$ cat src/rtl/narrow_to_wide_fifo_pkg.sv
// Shared sizing helpers for the narrow/wide FIFO pair: clog2, subword ratio, lane and pointer widths.
package narrow_to_wide_fifo_pkg;

  function automatic int clog2(input int value);
    int result;
    int rem;
    result = 0;
    rem = value - 1;
    while (rem > 0) begin
      result++;
      rem = rem >> 1;
    end
    return result;
  endfunction

  function automatic int width_ratio(input int narrow_w, input int wide_w);
    return wide_w / narrow_w;
  endfunction

  function automatic int lane_bits(input int ratio);
    return clog2(ratio);
  endfunction

  // Pointers carry one extra wrap bit above the RAM address.
  function automatic int ptr_width(input int depth);
    return depth + 1;
  endfunction

endpackage

$ cat src/rtl/narrow_to_wide_fifo_if.sv
// Push/pop bus of the narrow-in, wide-out FIFO. The flush wire exists only when
// NARROW_TO_WIDE_FIFO_FLUSH_EN is defined.
interface narrow_to_wide_fifo_if #(
  parameter int INPUT_WIDTH  = 4,
  parameter int OUTPUT_WIDTH = 8,
  parameter int DEPTH        = 6
);
  logic                    push;
  logic                    pop;
`ifdef NARROW_TO_WIDE_FIFO_FLUSH_EN
  logic                    flush;
`endif
  logic [INPUT_WIDTH-1:0]  d;
  logic [OUTPUT_WIDTH-1:0] q;
  logic                    full;
  logic                    empty;
  logic [DEPTH:0]          count;
  logic                    almost_empty;
  logic                    almost_full;

  modport master (
    output push,
    output pop,
`ifdef NARROW_TO_WIDE_FIFO_FLUSH_EN
    output flush,
`endif
    output d,
    input  q,
    input  full,
    input  empty,
    input  count,
    input  almost_empty,
    input  almost_full
  );

  modport slave (
    input  push,
    input  pop,
`ifdef NARROW_TO_WIDE_FIFO_FLUSH_EN
    input  flush,
`endif
    input  d,
    output q,
    output full,
    output empty,
    output count,
    output almost_empty,
    output almost_full
  );
endinterface

$ cat src/rtl/narrow_to_wide_fifo_subword_packer.sv
// Gathers narrow subwords into one wide word, lowest lane first, and strobes commit when
// the word is complete (or, with NARROW_TO_WIDE_FIFO_FLUSH_EN, when a partial word is flushed).
module subword_packer
  import narrow_to_wide_fifo_pkg::*;
#(
  parameter int INPUT_WIDTH  = 4,
  parameter int OUTPUT_WIDTH = 8,
  parameter int WIDTH_RATIO  = width_ratio(INPUT_WIDTH, OUTPUT_WIDTH)
) (
  input  logic                    clk,
  input  logic                    rst,
  input  logic                    accept,
  input  logic [INPUT_WIDTH-1:0]  d,
`ifdef NARROW_TO_WIDE_FIFO_FLUSH_EN
  input  logic                    flush,
  input  logic                    full,
`endif
  output logic                    commit,
  output logic [OUTPUT_WIDTH-1:0] word
);
  localparam int LANE_BITS = lane_bits(WIDTH_RATIO);
  localparam int STAGE_W   = OUTPUT_WIDTH - INPUT_WIDTH;

  logic [LANE_BITS-1:0]    lane;
  logic [STAGE_W-1:0]      staging;
  logic                    last_lane;
  logic [OUTPUT_WIDTH-1:0] fresh;

  assign last_lane = (lane == LANE_BITS'(WIDTH_RATIO - 1));
  assign fresh     = accept ? (OUTPUT_WIDTH'(d) << (lane * INPUT_WIDTH)) : '0;

  // Staging is cleared on every commit, so lanes at or above `lane` are already zero and
  // the same expression yields both the full word and a zero-padded flushed word.
  assign word = {{INPUT_WIDTH{1'b0}}, staging} | fresh;

`ifdef NARROW_TO_WIDE_FIFO_FLUSH_EN
  assign commit = (accept && last_lane) || (flush && !full && ((lane != '0) || accept));
`else
  assign commit = accept && last_lane;
`endif

  always_ff @(posedge clk or posedge rst) begin
    if (rst) begin
      lane    <= '0;
      staging <= '0;
    end else if (commit) begin
      lane    <= '0;
      staging <= '0;
    end else if (accept) begin
      lane    <= lane + 1'b1;
      staging <= staging | fresh[STAGE_W-1:0];
    end
  end

endmodule

$ cat src/rtl/narrow_to_wide_fifo.sv
// Narrow-in, wide-out synchronous FIFO: pointers, RAM, registered read data and occupancy flags.
// Optional flush of a partial entry is enabled by NARROW_TO_WIDE_FIFO_FLUSH_EN.
module narrow_to_wide_fifo
  import narrow_to_wide_fifo_pkg::*;
#(
  parameter int INPUT_WIDTH        = 4,
  parameter int OUTPUT_WIDTH       = 8,
  parameter int DEPTH              = 6,
  parameter int ALMOST_EMPTY_COUNT = 1,
  parameter int ALMOST_FULL_COUNT  = 1,
  parameter int WIDTH_RATIO        = width_ratio(INPUT_WIDTH, OUTPUT_WIDTH)
) (
  input  logic                  clk,
  input  logic                  rst,
  narrow_to_wide_fifo_if.slave  bus
);
  localparam int PTR_W = ptr_width(DEPTH);
  localparam logic [PTR_W-1:0] FULL_CNT = PTR_W'(2 ** DEPTH);
  localparam logic [PTR_W-1:0] AE_LIM   = PTR_W'(1 + ALMOST_EMPTY_COUNT);
  localparam logic [PTR_W-1:0] AF_LIM   = PTR_W'(2 ** DEPTH - 1 - ALMOST_FULL_COUNT);

  logic [PTR_W-1:0]        wr_ptr;
  logic [PTR_W-1:0]        rd_ptr;
  logic [PTR_W-1:0]        count;
  logic [OUTPUT_WIDTH-1:0] ram [2 ** DEPTH];
  logic [OUTPUT_WIDTH-1:0] q_p1;
  logic [OUTPUT_WIDTH-1:0] word;
  logic                    commit;
  logic                    push_ok;
  logic                    pop_ok;
  logic                    full;
  logic                    empty;

  assign push_ok = bus.push && !full;
  assign pop_ok  = bus.pop && !empty;

  subword_packer #(
    .INPUT_WIDTH  (INPUT_WIDTH),
    .OUTPUT_WIDTH (OUTPUT_WIDTH),
    .WIDTH_RATIO  (WIDTH_RATIO)
  ) u_packer (
    .clk    (clk),
    .rst    (rst),
    .accept (push_ok),
    .d      (bus.d),
`ifdef NARROW_TO_WIDE_FIFO_FLUSH_EN
    .flush  (bus.flush),
    .full   (full),
`endif
    .commit (commit),
    .word   (word)
  );

  // Stage p0 -> p1: pointer update and registered read of the head entry.
  always_ff @(posedge clk or posedge rst) begin
    if (rst) begin
      wr_ptr <= '0;
      rd_ptr <= '0;
      q_p1   <= '0;
    end else begin
      if (commit) wr_ptr <= wr_ptr + 1'b1;
      if (pop_ok) begin
        q_p1   <= ram[rd_ptr[DEPTH-1:0]];
        rd_ptr <= rd_ptr + 1'b1;
      end
    end
  end

  always_ff @(posedge clk) begin
    if (commit) ram[wr_ptr[DEPTH-1:0]] <= word;
  end

  // Flags depend only on registered pointers, never on push/pop.
  assign count = wr_ptr - rd_ptr;
  assign full  = (count == FULL_CNT);
  assign empty = (count == '0);

  assign bus.q            = q_p1;
  assign bus.count        = count;
  assign bus.full         = full;
  assign bus.empty        = empty;
  assign bus.almost_empty = (count < AE_LIM);
  assign bus.almost_full  = (count > AF_LIM);

endmodule
$ cat src/flat_wrapper.sv
// flat-port wrapper written by rule: the top's interface ports become plain ports
module narrow_to_wide_fifo_flat import narrow_to_wide_fifo_pkg::*;
#(
  parameter int INPUT_WIDTH        = 4,
  parameter int OUTPUT_WIDTH       = 8,
  parameter int DEPTH              = 6,
  parameter int ALMOST_EMPTY_COUNT = 1,
  parameter int ALMOST_FULL_COUNT  = 1,
  parameter int WIDTH_RATIO        = width_ratio(INPUT_WIDTH, OUTPUT_WIDTH)
)
  (clk, rst, bus_push, bus_pop, bus_d, bus_q, bus_full, bus_empty, bus_count, bus_almost_empty, bus_almost_full);
  narrow_to_wide_fifo_if #(.INPUT_WIDTH(INPUT_WIDTH), .OUTPUT_WIDTH(OUTPUT_WIDTH), .DEPTH(DEPTH)) bus_i ();
  input  logic clk;
  input  logic rst;
  input wire logic [$bits(bus_i.push)-1:0] bus_push;
  input wire logic [$bits(bus_i.pop)-1:0] bus_pop;
  input wire logic [$bits(bus_i.d)-1:0] bus_d;
  output wire logic [$bits(bus_i.q)-1:0] bus_q;
  output wire logic [$bits(bus_i.full)-1:0] bus_full;
  output wire logic [$bits(bus_i.empty)-1:0] bus_empty;
  output wire logic [$bits(bus_i.count)-1:0] bus_count;
  output wire logic [$bits(bus_i.almost_empty)-1:0] bus_almost_empty;
  output wire logic [$bits(bus_i.almost_full)-1:0] bus_almost_full;
  assign bus_i.push = bus_push;
  assign bus_i.pop = bus_pop;
  assign bus_i.d = bus_d;
  assign bus_q = bus_i.q;
  assign bus_full = bus_i.full;
  assign bus_empty = bus_i.empty;
  assign bus_count = bus_i.count;
  assign bus_almost_empty = bus_i.almost_empty;
  assign bus_almost_full = bus_i.almost_full;
  narrow_to_wide_fifo #(.INPUT_WIDTH(INPUT_WIDTH), .OUTPUT_WIDTH(OUTPUT_WIDTH), .DEPTH(DEPTH), .ALMOST_EMPTY_COUNT(ALMOST_EMPTY_COUNT), .ALMOST_FULL_COUNT(ALMOST_FULL_COUNT), .WIDTH_RATIO(WIDTH_RATIO)) u_core (.clk(clk), .rst(rst), .bus(bus_i));
endmodule
$ cat config.mk
export PLATFORM = sky130hd
export DESIGN_NAME = narrow_to_wide_fifo_flat
export DESIGN_NICKNAME = d
export VERILOG_FILES = /design/src/rtl/narrow_to_wide_fifo_pkg.sv /design/src/rtl/narrow_to_wide_fifo_if.sv /design/src/rtl/narrow_to_wide_fifo_subword_packer.sv /design/src/rtl/narrow_to_wide_fifo.sv /design/src/flat_wrapper.sv
export SDC_FILE = /design/constraint.sdc
export NUM_CORES = 1
export LEC_CHECK = 0
export ABC_AREA = 1
export CORE_MARGIN = 10
export CORE_UTILIZATION = 53
export CTS_CLUSTER_DIAMETER = 120
export DETAILED_ROUTE_END_ITERATION = 8
export GPL_TIMING_DRIVEN = 0
export MAX_ROUTING_LAYER = met4
export PLACE_DENSITY = 0.69
export SLEW_MARGIN = 25
export SYNTH_ARGS = -nofsm -noshare
export SYNTH_HDL_FRONTEND = slang
export SYNTH_SLANG_ARGS = --single-unit
$ cat constraint.sdc
create_clock -name clk -period 7.1 [get_ports clk]
set_input_delay 1.065 -clock clk [delete_from_list [all_inputs] [get_ports clk]]
set_output_delay 1.065 -clock clk [all_outputs]
set_load 0.02 [all_outputs]
### Word level (Yosys, flattened, before mapping)

Memories as Yosys holds them, arrays and structs flattened. A register that Yosys moved wholly into a read port is not among the register bits.
Cells that the tools add are included.

| cells by class | value |
|---|---|
| $add $sub $neg | 4 |
| multiply operators | 0 |
| div/mod/pow operators | 0 |
| order comparisons | 2 |
| equality and inequality tests | 1 |
| shift-type cells | 1 |
| multiplexer cells | 7 |
| bitwise gates (word level) | 2 |
| reductions and logical operators | 7 |

Operators by type and width:

| cell | count |
|---|---|
| 7-bit by 1-bit adder with 7-bit output (second input constant) | 2 |
| 4-bit two-way mux | 2 |
| 8-bit two-way mux | 1 |
| 4-bit by 8-bit OR with 8-bit output | 1 |
| 4-bit by 3-bit left shift with 8-bit output | 1 |
| 7-bit equality test (second input constant) | 1 |
| 7-bit by 6-bit > comparator with 1-bit output (second input constant) | 1 |
| 7-bit zero test | 1 |
| 7-bit by 2-bit < comparator with 1-bit output (second input constant) | 1 |
| 7-bit subtractor | 1 |
| 1-bit two-way mux | 4 |
| 4-bit OR | 1 |
| 1-bit logical AND | 3 |
| 1-bit zero test | 2 |
| 2-bit nonzero test | 1 |
| 1-bit adder (second input constant) | 1 |

| storage, ports and cells | value |
|---|---|
| register bits | 19 |
| latch bits | 0 |
| RAM bits | 512 |
| bits in read-only memories | 0 |
| input port bits | 8 |
| output and inout bits | 19 |
| memories kept | 1 |

Memory list:

| memory | depth | width | read ports | clocked after Yosys merged registers in | wr ports | RTL line | text |
|---|---|---|---|---|---|---|---|
| u_core.ram | 64 | 8 | 1 | 1 | 1 | narrow_to_wide_fifo.sv:25 | `logic [OUTPUT_WIDTH-1:0] ram [2 ** DEPTH];` |

### Longest topological paths before layout

Gate-level depths: netlist of the first run.

| depth | value |
|---|---|
| depth after elaboration | 8 |
| mapped depth | 19 |
| gate-level depth less buffers | 16 |

### By module

A second synthesis of the first run with hierarchy kept.

| second synthesis, totals | value |
|---|---|
| cell total of the unflattened synthesis | 2318 |
| area total of the unflattened synthesis | 23741.5 µm² |

Modules (own cells, without submodules):

| module | instances | cells an instance | area an instance (µm²) |
|---|---|---|---|
| narrow_to_wide_fifo | 1 | 2284 | 23490.0 |
| subword_packer | 1 | 34 | 251.5 |

### Worst setup path after synthesis of the first run

Ideal clock, no wire load.

| path | value |
|---|---|
| path type | register to register |
| start point | register u_core.rd_ptr[2] |
| end point | memory u_core.ram[0][4] (data pin) |
| setup time | 500 ps |
| arrival | 3896 ps |
| slack | 2704 ps |
| cell stages (with the launch flop) | 14 |
| buffers on the path | 4 |
| cells stage by stage | dfrtp_1 > buf_2 > inv_1 > buf_4 > clkbuf_1 > ha_1 > xor2_1 > nor2_2 > nand3_2 > nor2_1 > nand3_4 > nand3_2 > buf_4 > nor2_1 |

| between the ends | value |
|---|---|
| word-level cells in the longest chain between the ends | 6 |

RTL lines:

| item | RTL line | text |
|---|---|---|
| start: declaration | narrow_to_wide_fifo.sv:23 | `logic [PTR_W-1:0] rd_ptr;` |
| start signal: assignment | narrow_to_wide_fifo.sv:64 | `rd_ptr <= rd_ptr + 1'b1;` |
| 7-bit subtractor | narrow_to_wide_fifo.sv:74 | `assign count = wr_ptr - rd_ptr;` |
| named net bus_count[2] | flat_wrapper.sv:21 | `output wire logic [$bits(bus_i.count)-1:0] bus_count;` |
| 7-bit equality test | narrow_to_wide_fifo.sv:75 | `assign full = (count == FULL_CNT);` |
| 1-bit zero test | narrow_to_wide_fifo.sv:34 | `assign push_ok = bus.push && !full;` |
| 1-bit logical AND | narrow_to_wide_fifo.sv:34 |  |
| 8-bit two-way mux | narrow_to_wide_fifo_subword_packer.sv:30 | `assign fresh = accept ? (OUTPUT_WIDTH'(d) << (lane * INPUT_WIDTH)) : '0;` |
| named net u_core.u_packer.fresh[4] | narrow_to_wide_fifo_subword_packer.sv:27 | `logic [OUTPUT_WIDTH-1:0] fresh;` |
| 4-bit by 8-bit OR with 8-bit output | narrow_to_wide_fifo_subword_packer.sv:34 | `assign word = {{INPUT_WIDTH{1'b0}}, staging} \| fresh;` |
| end: declaration | narrow_to_wide_fifo.sv:25 |  |

The timed path passes the listed nets, and every way through them passes these cells.

### Worst setup path in the final report of the first run

| path | value |
|---|---|
| start point | register u_core.rd_ptr[2] |
| end point | output port bus_full |

| between the ends | value |
|---|---|
| word-level cells in the longest chain between the ends | 2 |

RTL lines:

| item | RTL line | text |
|---|---|---|
| 7-bit subtractor | narrow_to_wide_fifo.sv:74 |  |
| 7-bit equality test | narrow_to_wide_fifo.sv:75 |  |
| end: declaration | flat_wrapper.sv:19 | `output wire logic [$bits(bus_i.full)-1:0] bus_full;` |

Every way passes these cells.

==> metrics.csv, run 1 <==
stage,metric,value,unit
power,combinational fraction of design power,40.4,%
grt,wire length of the first global-routing pass,102,mm
synthesis,asr flop ratio synth,5.01,%
sta,setup repair after global routing missed its margin,no,
clock_network,clock-pin slew of the registers on the worst-case setup and hold paths,0.06,ns
clock_network,# hold bufs at CTS,0,
worst_setup_path,kind of launch point of the worst setup path,flop,
clock_network,setup bufs post-CTS,0,
clock_network,number of levels the H-tree was split into,2,
routing,first drt pass iteration count,6,
placement,cell area after placement,0.0249,sq mm
grt,number of antenna violations at the first check in global routing,0,
power,fraction of power consumed by sequential logic,34.1,%
finish,post-route non-filler standard cell count,2989,
clock_network,maximum number of buffers from clock root to sink,3,
power,part of the power in the clock network,25.5,%
sta,final-report hold violation count,0,
floorplan,Std-Cell Rows,77,
synthesis,Unique masters post-synth,33,
worst_setup_path,maximum fanout encountered on the critical timing path,10,
power,maximum VDD drop,0.000259,V
synthesis,"EDFF count, synth",512,
clock_network,CTS tree,done,
sta,final critical path time including I/O delays and setup,4.98,ns
finish,most common library cell in the layout ignoring fill and taps,sky130_fd_sc_hd__nand2_1,
job,count of maximum capacitance violations,0,
sta,transition time at the pin with the least slew margin,1.15,ns
sta,maximum operating frequency,201,MHz
clock_network,Num Clock Sinks,539,
worst_setup_path,required time at the worst-slack endpoint,6.03,ns
grt,pin count of the biggest net entering global routing,50,
synthesis,cell type with the largest total area after synthesis,sky130_fd_sc_hd__edfxtp_1,
sta,final clock period utilization by the worst path,70.1,%
worst_setup_path,"Arr. time, crit path",3.91,ns
placement,Cell Count Post-Placement,2886,
synthesis,Synth Flop Type,sky130_fd_sc_hd__edfxtp_1,
floorplan,core box area,0.0440,sq mm
routing,via density per instance,5.55,
grt,"Remaining Overflow, GRT",0,
placement,Post-Place Worst Slack,2.44,ns
synthesis,average footprint of a synthesized cell,10.4,sq um
floorplan,initial cell density of the core,53.4,%
power,switching power share of the total,40.3,%
synthesis,portion of synthesized cell area occupied by the leading cell type,65.4,%
power,cell leakage power,10.8,nW
sta,setup_tns,0,ns
finish,Antenna Cells,0,
finish,Util after Layout,60.8,%
routing,Avg WL per Cell,23.3,microns
sta,Final WS setup,2.12,ns
synthesis,number of warnings printed during yosys synthesis,0,
grt,vias in the first global route,16088,
sta,tightest slew margin relative to the limit,23.3,%
finish,share of post-route cells with drive strength above 1,9.22,%
floorplan,horizontal die dimension,231,microns
worst_setup_path,cell depth of the worst flop-to-flop path,13,
power,Power Internal,6.88,mW
power,Net Sw Power,4.64,mW
grt,global-route usage over all layers,26.8,%
routing,iteration-0 DRC count of the detailed router,1800,
routing,routed wire length,69.7,mm
synthesis,Netlist Area Pre-Place,0.0235,sq mm
sta,worst-case hold slack,0.478,ns
hold_path,Cells on Worst Hold Path,2,
sta,setup skew after layout,0.0160,ns
synthesis,count of mapped cells out of synthesis,2255,
sta,final max-slew violation count,0,
worst_setup_path,crit path capture type,output pin,
synthesis,net count after synthesis,2272,
routing,total via count after detailed routing,16598,
power,post-layout total power,11.5,mW
finish,final cell area excluding filler cells,0.0268,sq mm
clock_network,worst skew pair latency,0.61,ns
clock_network,Root Buffer,sky130_fd_sc_hd__clkbuf_16,
clock_network,post-cts resize count,0,
synthesis,synthesized flop and latch total,539,
status,outcome,completed,
finish,Area growth syn-to-layout,13.8,%
sta,final setup fails,0,
finish,# nets final,2368,
synthesis,share of synthesized area occupied by flip-flops and latches,68.2,%
worst_setup_path,class of the most critical setup path,reg2out,
synthesis,Area contributors post-synth,"sky130_fd_sc_hd__edfxtp_1, sky130_fd_sc_hd__nand2_1, sky130_fd_sc_hd__nand3_1",
power,PwrDens,430,mW/mm^2
routing,Final ANT Viol Nets,0,
clock_network,number of buffers added by the clock tree synthesis step,54,
floorplan,die area,0.0532,sq mm
placement,final RePlAce weighted congestion,0.998,
hold_path,class of the tightest hold or removal check,reg2reg,
routing,DR DRC count,0,
placement,HPWL Detailed,47.9,mm
floorplan,chip height,231,microns
finish,most frequent cells in the layout,"sky130_fd_sc_hd__nand2_1, sky130_fd_sc_hd__edfxtp_1, sky130_fd_sc_hd__nand3_1",
floorplan,I/O pin cnt,27,
placement,total of buffers placed on input and output ports,26,
-- worst paths after layout --
| check | from | end | slack (ns) |
|---|---|---|---|
| worst max-delay path | u_core.rd_ptr[2] | bus_full | 2.12 |
| worst min-delay path | u_core.bus.q[2] | u_core.bus.q[2] | 0.48 |
| worst max register to register | u_core.rd_ptr[3] | u_core.ram[61][2] | 2.40 |
| worst min register to register | u_core.bus.q[2] | u_core.bus.q[2] | 0.48 |
| max in group asynchronous | rst | u_core.bus.q[3] | 5.77 |
| min in group asynchronous | rst | u_core.u_packer.staging[0] | 0.87 |
-- synthesized netlist by cell type (3+ instances only) --
| cell type | n |
|---|---|
| sky130_fd_sc_hd__dfrtp_1 | 27 |
| sky130_fd_sc_hd__xnor2_1 | 5 |
| sky130_fd_sc_hd__inv_1 | 214 |
| sky130_fd_sc_hd__o21ai_0 | 25 |
| sky130_fd_sc_hd__nand2_1 | 782 |
| sky130_fd_sc_hd__inv_2 | 5 |
| sky130_fd_sc_hd__xor2_1 | 9 |
| sky130_fd_sc_hd__clkbuf_1 | 34 |
| sky130_fd_sc_hd__a21oi_1 | 3 |
| sky130_fd_sc_hd__nand3_1 | 326 |
| sky130_fd_sc_hd__buf_6 | 4 |
| sky130_fd_sc_hd__nand4_4 | 3 |
| sky130_fd_sc_hd__ha_1 | 8 |
| sky130_fd_sc_hd__edfxtp_1 | 512 |
| sky130_fd_sc_hd__buf_2 | 59 |
| sky130_fd_sc_hd__buf_4 | 7 |
| sky130_fd_sc_hd__o211ai_1 | 24 |
| sky130_fd_sc_hd__buf_1 | 14 |
| sky130_fd_sc_hd__or2_2 | 32 |
| sky130_fd_sc_hd__nand4_1 | 9 |
| sky130_fd_sc_hd__nor2_1 | 133 |
| sky130_fd_sc_hd__o21ai_1 | 6 |
-- power groups by stage --
stage | Sequential (mW) | Combinational [mW] | Clock, mW
after floorplan | 4.02 | 2.61 | 0
after global placement | 4.06 | 4.36 | 0
after detailed placement | 3.99 | 4.55 | 0
after CTS | 3.93 | 4.57 | 2.94
after global routing | 3.94 | 4.95 | 3.06
final | 3.93 | 4.65 | 2.94
-- state kept, by name, indices dropped and copies added (netlist names) --
register                 flops
u_core.ram                 512
u_core.rd_ptr                7
u_core.u_packer.lane         1
u_core.bus.q                 8
u_core.u_packer.staging      4
u_core.wr_ptr                7
-- cell families (layout without fill, tap and decap cells) --
| family | count (synthesis) | after routing | synth area share (%) |
|---|---|---|---|
| DFF | 539 | 539 | 68.2 |
| buffers and inverters | 339 | 481 | 5.96 |
| and+or+nand+nor | 1296 | 1296 | 23.3 |
| adders and majority gates | 9 | 9 | 0.511 |
| AOI/OAI and AO/OA | 58 | 58 | 1.49 |
| xor gates and xnor gates | 14 | 14 | 0.521 |
-- worst max-delay path, stage by stage, from the launching register on --
cell	delay, ns
sky130_fd_sc_hd__dfrtp_1	0.36
sky130_fd_sc_hd__buf_2	0.20
sky130_fd_sc_hd__inv_1	0.11
sky130_fd_sc_hd__buf_4	0.25
sky130_fd_sc_hd__clkbuf_1	0.41
sky130_fd_sc_hd__ha_1	0.37
sky130_fd_sc_hd__nand2_1	0.09
sky130_fd_sc_hd__nand2_1	0.07
sky130_fd_sc_hd__nand2_1	0.08
sky130_fd_sc_hd__nand3_1	0.08
sky130_fd_sc_hd__nand2_1	0.08
sky130_fd_sc_hd__nand2_1	0.10
sky130_fd_sc_hd__nor2_2	0.14
sky130_fd_sc_hd__nand3_4	0.12
sky130_fd_sc_hd__buf_6	0.18
sky130_fd_sc_hd__inv_1	0.05
sky130_fd_sc_hd__clkdlybuf4s50_1	0.59
-- final cells by class --
class | count | area [sq um]
inverter | 221 | 830
fill | 3515 | 17300
clock inverter | 27 | 292
tap | 592 | 741
clock buffer | 75 | 1540
sequential | 539 | 16100
timing repair buffer | 40 | 599
buffer | 118 | 573
multi-input combinational | 1377 | 6130
-- per-layer routing --
metal  share of wire [%]  routed length (microns)  global-route usage (%)
met5                   0                        0                       -
met3                 7.5                     5260                    3.65
met1                  40                    27700                    33.3
met4                 4.6                     3230                    12.1
met2                  48                    33500                    43.2
No activity file was read; power rests on OpenSTA's default activity.
==> inputs of run 2 (changes only) <==
==> constraint.sdc (replaced) <==
create_clock -name clk -period 4.74 [get_ports clk]
set_input_delay 0.711 -clock clk [delete_from_list [all_inputs] [get_ports clk]]
set_output_delay 0.711 -clock clk [all_outputs]
set_load 0.02 [all_outputs]
==> run 2 against run 1 <==
Compared with the run above:
- via count hardly changed
- clock power is 50% higher
- non-clock buffer count is 1 lower
- worst setup slack worse by 2.0 ns
- clock skew is 0.0017 ns higher
- combinational power is 50% higher
- routed wire length hardly changed
- critical endpoint is now u_core.ram[45][5]
==> metrics.csv, run 2 (synthesis gave the netlist of run 1 again) <==
stage,metric,value,unit
worst_setup_path,cell depth of the worst flop-to-flop path,13,
worst_setup_path,"delay-heaviest family, CP",simple AND/OR/NAND/NOR gates,
sta,tightest slew margin relative to the limit,22.1,%
grt,global-route usage over all layers,26.8,%
worst_setup_path,crit path capture type,flop,
finish,Area growth syn-to-layout,13.7,%
worst_setup_path,buffer and inverter count on the worst path,3,
worst_setup_path,depth of the critical timing path with buffers and inverters included,13,
floorplan,chip height,231,microns
floorplan,horizontal die dimension,231,microns
finish,Antenna Cells,0,
clock_network,# hold bufs at CTS,0,
finish,most frequent cells in the layout,"sky130_fd_sc_hd__nand2_1, sky130_fd_sc_hd__edfxtp_1, sky130_fd_sc_hd__nand3_1",
sta,final clock period utilization by the worst path,98.0,%
routing,via density per instance,5.56,
clock_network,post-cts resize count,0,
routing,Avg WL per Cell,23.3,microns
sta,final max-slew violation count,0,
hold_path,WHS Endpoint,u_core.bus.q[2],
finish,post-route non-filler standard cell count,2988,
floorplan,core box area,0.0440,sq mm
worst_setup_path,required time at the worst-slack endpoint,4.97,ns
job,count of maximum capacitance violations,0,
sta,worst-case hold slack,0.478,ns
sta,setup skew after layout,0.0176,ns
clock_network,clock-pin slew of the registers on the worst-case setup and hold paths,0.06,ns
routing,Final ANT Viol Nets,0,
sta,maximum operating frequency,215,MHz
hold_path,class of the tightest hold or removal check,reg2reg,
routing,iteration-0 DRC count of the detailed router,1986,
power,post-layout total power,17.3,mW
placement,HPWL Detailed,47.9,mm
sta,Final WS setup,0.0930,ns
placement,cell area after placement,0.0249,sq mm
placement,Cell Count Post-Placement,2886,
sta,setup_tns,0,ns
hold_path,Worst Hold Launch,u_core.bus.q[2],
finish,most common library cell in the layout ignoring fill and taps,sky130_fd_sc_hd__nand2_1,
routing,first drt pass iteration count,7,
sta,final critical path time including I/O delays and setup,4.65,ns
clock_network,Num Clock Sinks,539,
floorplan,die area,0.0532,sq mm
power,cell leakage power,10.8,nW
floorplan,I/O pin cnt,27,
sta,transition time at the pin with the least slew margin,1.17,ns
sta,final setup fails,0,
routing,routed wire length,69.7,mm
worst_setup_path,class of the most critical setup path,reg2reg,
finish,final cell area excluding filler cells,0.0268,sq mm
worst_setup_path,Most common cell on crit path,sky130_fd_sc_hd__nand2_1,
grt,pin count of the biggest net entering global routing,50,
grt,number of antenna violations at the first check in global routing,0,
worst_setup_path,"Arr. time, crit path",4.88,ns
grt,vias in the first global route,16088,
clock_network,maximum number of buffers from clock root to sink,3,
grt,wire length of the first global-routing pass,102,mm
finish,share of post-route cells with drive strength above 1,9.27,%
finish,# nets final,2367,
hold_path,Cells on Worst Hold Path,2,
worst_setup_path,"setup slack, reg-to-reg",0.09,ns
routing,DR DRC count,0,
placement,total of buffers placed on input and output ports,26,
status,outcome,completed,
finish,Util after Layout,60.8,%
worst_setup_path,startpoint of the most critical register-to-register path,u_core.rd_ptr[3],
worst_setup_path,CP peak stage delay,1.01,ns
clock_network,CTS tree,done,
worst_setup_path,worst reg2reg path endpoint,u_core.ram[45][5],
clock_network,Root Buffer,sky130_fd_sc_hd__clkbuf_16,
clock_network,number of buffers added by the clock tree synthesis step,54,
floorplan,Std-Cell Rows,77,
sta,setup repair after global routing missed its margin,yes,
worst_setup_path,CP Cell Sequence,buf_2 -> clkinv_1 -> clkbuf_2 -> ha_1 -> a21oi_1 -> nand2_1 -> nand2_1 -> nand2_1 -> nand2_1 -> nand2_2 -> nand3_4 -> nand4_1 -> nor2_1,
clock_network,worst skew pair latency,0.61,ns
placement,final RePlAce weighted congestion,0.998,
clock_network,number of levels the H-tree was split into,2,
worst_setup_path,slowest cell on the critical path,sky130_fd_sc_hd__nor2_1,
floorplan,initial cell density of the core,53.4,%
placement,Post-Place Worst Slack,0.0811,ns
worst_setup_path,kind of launch point of the worst setup path,flop,
worst_setup_path,maximum fanout encountered on the critical timing path,10,
power,maximum VDD drop,0.000387,V
power,PwrDens,645,mW/mm^2
clock_network,setup bufs post-CTS,0,
finish,"flip-flop count of the largest register, all copies and words added",512,
sta,final-report hold violation count,0,
grt,"Remaining Overflow, GRT",0,
routing,total via count after detailed routing,16601,
run 2: cell types whose count changed in the layout (fill, tap and decap cells not counted):
| cell | previous run | this run |
|---|---|---|
| sky130_fd_sc_hd__clkbuf_1 | 47 | 45 |
| sky130_fd_sc_hd__clkbuf_2 | 0 | 1 |
run 2: layout make-up:
cell class                 instances  area, sq um
fill                            3518        17300
timing repair buffer              40          599
multi-input combinational       1377         6130
sequential                       539        16100
clock buffer                      75         1540
inverter                         221          830
tap                              592          741
buffer                           117          571
clock inverter                    27          292
run 2: worst max-delay path by stage:
stage,start,end
after global routing,u_core.rd_ptr[3],u_core.ram[61][0]
after floorplan,u_core.rd_ptr[2],u_core.ram[0][4]
after detailed placement,u_core.rd_ptr[3],u_core.ram[12][0]
after CTS,u_core.rd_ptr[3],u_core.ram[12][0]
after global placement,u_core.rd_ptr[3],u_core.ram[18][7]
final,u_core.rd_ptr[3],u_core.ram[45][5]
run 2: power by group:
group	internal [mW]	leakage (nW)	total, mW	switching, mW
clock	2.60	0.895	4.40	1.80
sequential	5.78	5.02	5.88	0.102
combinational	1.92	4.89	6.97	5.05
run 2: worst min-delay path: stages, from the launching register on:
cell and delay, ns:
sky130_fd_sc_hd__dfrtp_1 0.34, sky130_fd_sc_hd__nand2_1 0.05, sky130_fd_sc_hd__nand2_1 0.06
run 2: metal layers:
metal	share of wire, %	vias up	global-route usage (%)
met5	0	-	-
met4	4.5	0	12.1
met3	7.5	166	3.65
met2	48	794	43.2
met1	40	7970	33.3
li1	-	7671	-
==> inputs of run 3 (changes only) <==
--- a/config.mk
+++ b/config.mk
@@ -6,13 +6,15 @@
 export NUM_CORES = 1
 export LEC_CHECK = 0
 export ABC_AREA = 1
+export CELL_PAD_IN_SITES_DETAIL_PLACEMENT = 1
+export CELL_PAD_IN_SITES_GLOBAL_PLACEMENT = 1
 export CORE_MARGIN = 10
-export CORE_UTILIZATION = 53
+export CORE_UTILIZATION = 50
 export CTS_CLUSTER_DIAMETER = 120
 export DETAILED_ROUTE_END_ITERATION = 8
 export GPL_TIMING_DRIVEN = 0
 export MAX_ROUTING_LAYER = met4
-export PLACE_DENSITY = 0.69
+export PLACE_DENSITY_LB_ADDON = 0.1
 export SLEW_MARGIN = 25
 export SYNTH_ARGS = -nofsm -noshare
 export SYNTH_HDL_FRONTEND = slang
==> run 3 against run 2 <==
Compared with the run above:
- die area is 5.5% higher
- sequential cell count did not move
- sequential share of layout area increased by 0.14 points
- via count grew 2.5%
- design area decreased by 0.23%
- worst hold slack gained 0.0076 ns
- sequential power about the same
==> metrics.csv, run 3 (synthesis gave the netlist of run 1 again) <==
stage,metric,value,unit
grt,global-route usage over all layers,28.3,%
sta,transition time at the pin with the least slew margin,1.09,ns
grt,met2 GRT Util,47.0,%
floorplan,Std-Cell Rows,79,
worst_setup_path,crit path capture type,flop,
hold_path,Cells on Worst Hold Path,2,
sta,final max-slew violation count,0,
sta,Final WS setup,0.274,ns
sta,maximum operating frequency,224,MHz
power,post-layout total power,17.3,mW
sta,worst-case hold slack,0.486,ns
sta,setup skew after layout,0.0207,ns
grt,GR peak layer,met2,
clock_network,clock-pin slew of the registers on the worst-case setup and hold paths,0.06,ns
floorplan,horizontal die dimension,237,microns
sta,final clock period utilization by the worst path,94.2,%
finish,"flip-flop count of the largest register, all copies and words added",512,
grt,pin count of the biggest net entering global routing,48,
clock_network,number of buffers added by the clock tree synthesis step,55,
sta,final critical path time including I/O delays and setup,4.47,ns
sta,tightest slew margin relative to the limit,27.3,%
finish,Antenna Cells,0,
worst_setup_path,critical path startpoint,u_core.rd_ptr[3],
sta,setup repair after global routing missed its margin,no,
floorplan,initial cell density of the core,50.5,%
clock_network,worst skew pair latency,0.61,ns
sta,final-report hold violation count,0,
placement,final RePlAce weighted congestion,0.928,
hold_path,Worst Hold Launch,u_core.bus.q[0],
floorplan,die area,0.0561,sq mm
worst_setup_path,cell depth of the worst flop-to-flop path,13,
finish,filler cell count,5025,
finish,share of post-route cells with drive strength above 1,9.73,%
finish,most common library cell in the layout ignoring fill and taps,sky130_fd_sc_hd__nand2_1,
clock_network,maximum number of buffers from clock root to sink,3,
power,cell leakage power,10.8,nW
grt,number of antenna violations at the first check in global routing,0,
floorplan,core box area,0.0466,sq mm
worst_setup_path,class of the most critical setup path,reg2reg,
power,PwrDens,647,mW/mm^2
routing,via density per instance,5.67,
grt,wire length of the first global-routing pass,115,mm
clock_network,number of levels the H-tree was split into,2,
routing,Final ANT Viol Nets,0,
finish,# nets final,2368,
worst_setup_path,startpoint of the most critical register-to-register path,u_core.rd_ptr[3],
clock_network,Root Buffer,sky130_fd_sc_hd__clkbuf_16,
hold_path,class of the tightest hold or removal check,reg2reg,
routing,total via count after detailed routing,17015,
job,count of maximum capacitance violations,0,
grt,global-route track usage on met3,2.56,%
routing,iteration-0 DRC count of the detailed router,1606,
routing,Avg WL per Cell,25.9,microns
worst_setup_path,"Arr. time, crit path",4.69,ns
clock_network,Num Clock Sinks,539,
floorplan,I/O pin cnt,27,
status,outcome,completed,
floorplan,chip height,237,microns
routing,DR DRC count,0,
grt,routing usage on met1,35.3,%
finish,Area growth syn-to-layout,13.5,%
finish,Util after Layout,57.3,%
worst_setup_path,required time at the worst-slack endpoint,4.96,ns
placement,total of buffers placed on input and output ports,26,
sta,final setup fails,0,
placement,Post-Place Worst Slack,-0.0476,ns
finish,most frequent cells in the layout,"sky130_fd_sc_hd__nand2_1, sky130_fd_sc_hd__edfxtp_1, sky130_fd_sc_hd__nand3_1",
worst_setup_path,kind of launch point of the worst setup path,flop,
grt,vias in the first global route,17679,
routing,first drt pass iteration count,5,
routing,routed wire length,77.9,mm
grt,"Remaining Overflow, GRT",0,
placement,HPWL Detailed,54.6,mm
power,maximum VDD drop,0.000429,V
worst_setup_path,maximum fanout encountered on the critical timing path,10,
clock_network,# hold bufs at CTS,0,
clock_network,CTS tree,done,
[run 3: cell types whose count changed in the layout (fill, tap and decap cells not counted), sizes merged]
cell	change
clkinv	-1
inv	+1
bufinv	-3
clkbuf	+1
[run 3: final cells by class]
| type | count | area [sq um] | share of cell area [%] |
|---|---|---|---|
| flip-flops and latches | 539 | 16100 | 60.1 |
| multi-input cells | 1377 | 6160 | 23.1 |
| clock buffers | 76 | 1550 | 5.80 |
| inverters | 221 | 833 | 3.12 |
| well taps | 607 | 759 | 2.84 |
| repair buffers | 41 | 581 | 2.17 |
| plain buffers | 116 | 566 | 2.12 |
| clock inverters | 24 | 195 | 0.731 |
[run 3: path summary, 6_finish.rpt]
kind,end,slack [ns]
max in group asynchronous,u_core.bus.q[2],3.73
min in group asynchronous,u_core.u_packer.lane,0.55
max,u_core.ram[44][1],0.27
min reg2reg,u_core.bus.q[0],0.49
max reg2reg,u_core.ram[44][1],0.27
min,u_core.bus.q[0],0.49
[run 3: per-stage QoR]
step | TNS [ns] | std cells | area [sq um]
finish | 0 | 3001 | 26700
global route | 0 | 3001 | 26700
CTS | 0 | 2999 | 26600
detailed placement | -0.370 | 2900 | 24900
global placement | -888.74 | 2888 | 24500
floorplan | 0 | 2255 | 23500
[run 3: report_power, final]
part           internal (mW)  switching (mW)
combinational           1.92            5.23
clock                   2.43            1.81
sequential              5.78           0.110
total                   10.1            7.14
[run 3: worst max-delay path, cell delays in order (launching register included)]
cell and delay (ns):
sky130_fd_sc_hd__dfrtp_1 0.32, sky130_fd_sc_hd__buf_2 0.27, sky130_fd_sc_hd__clkinvlp_4 0.18, sky130_fd_sc_hd__clkbuf_2 0.27
sky130_fd_sc_hd__ha_1 0.43, sky130_fd_sc_hd__a21oi_1 0.19, sky130_fd_sc_hd__nand2_1 0.09, sky130_fd_sc_hd__nand2_1 0.09
sky130_fd_sc_hd__nand2_1 0.05, sky130_fd_sc_hd__nand2_1 0.07, sky130_fd_sc_hd__nand2_2 0.10, sky130_fd_sc_hd__nand3_4 0.14
sky130_fd_sc_hd__nand4_1 0.84, sky130_fd_sc_hd__nor2_1 1.01
[run 3: repair_timing]
| action | 4_1_cts | 5_1_grt |
|---|---|---|
| resized for setup | 3 | 12 |
| cloned | 0 | 0 |
| setup endpoints to repair | 17 | 260 |
| buffers inserted | 0 | 3 |
[run 3: metal layers]
layer	vias to the layer above	share of wire (%)
met2	588	50
met4	0	4.0
li1	7679	-
met5	-	0
met1	8581	40
met3	167	5.3
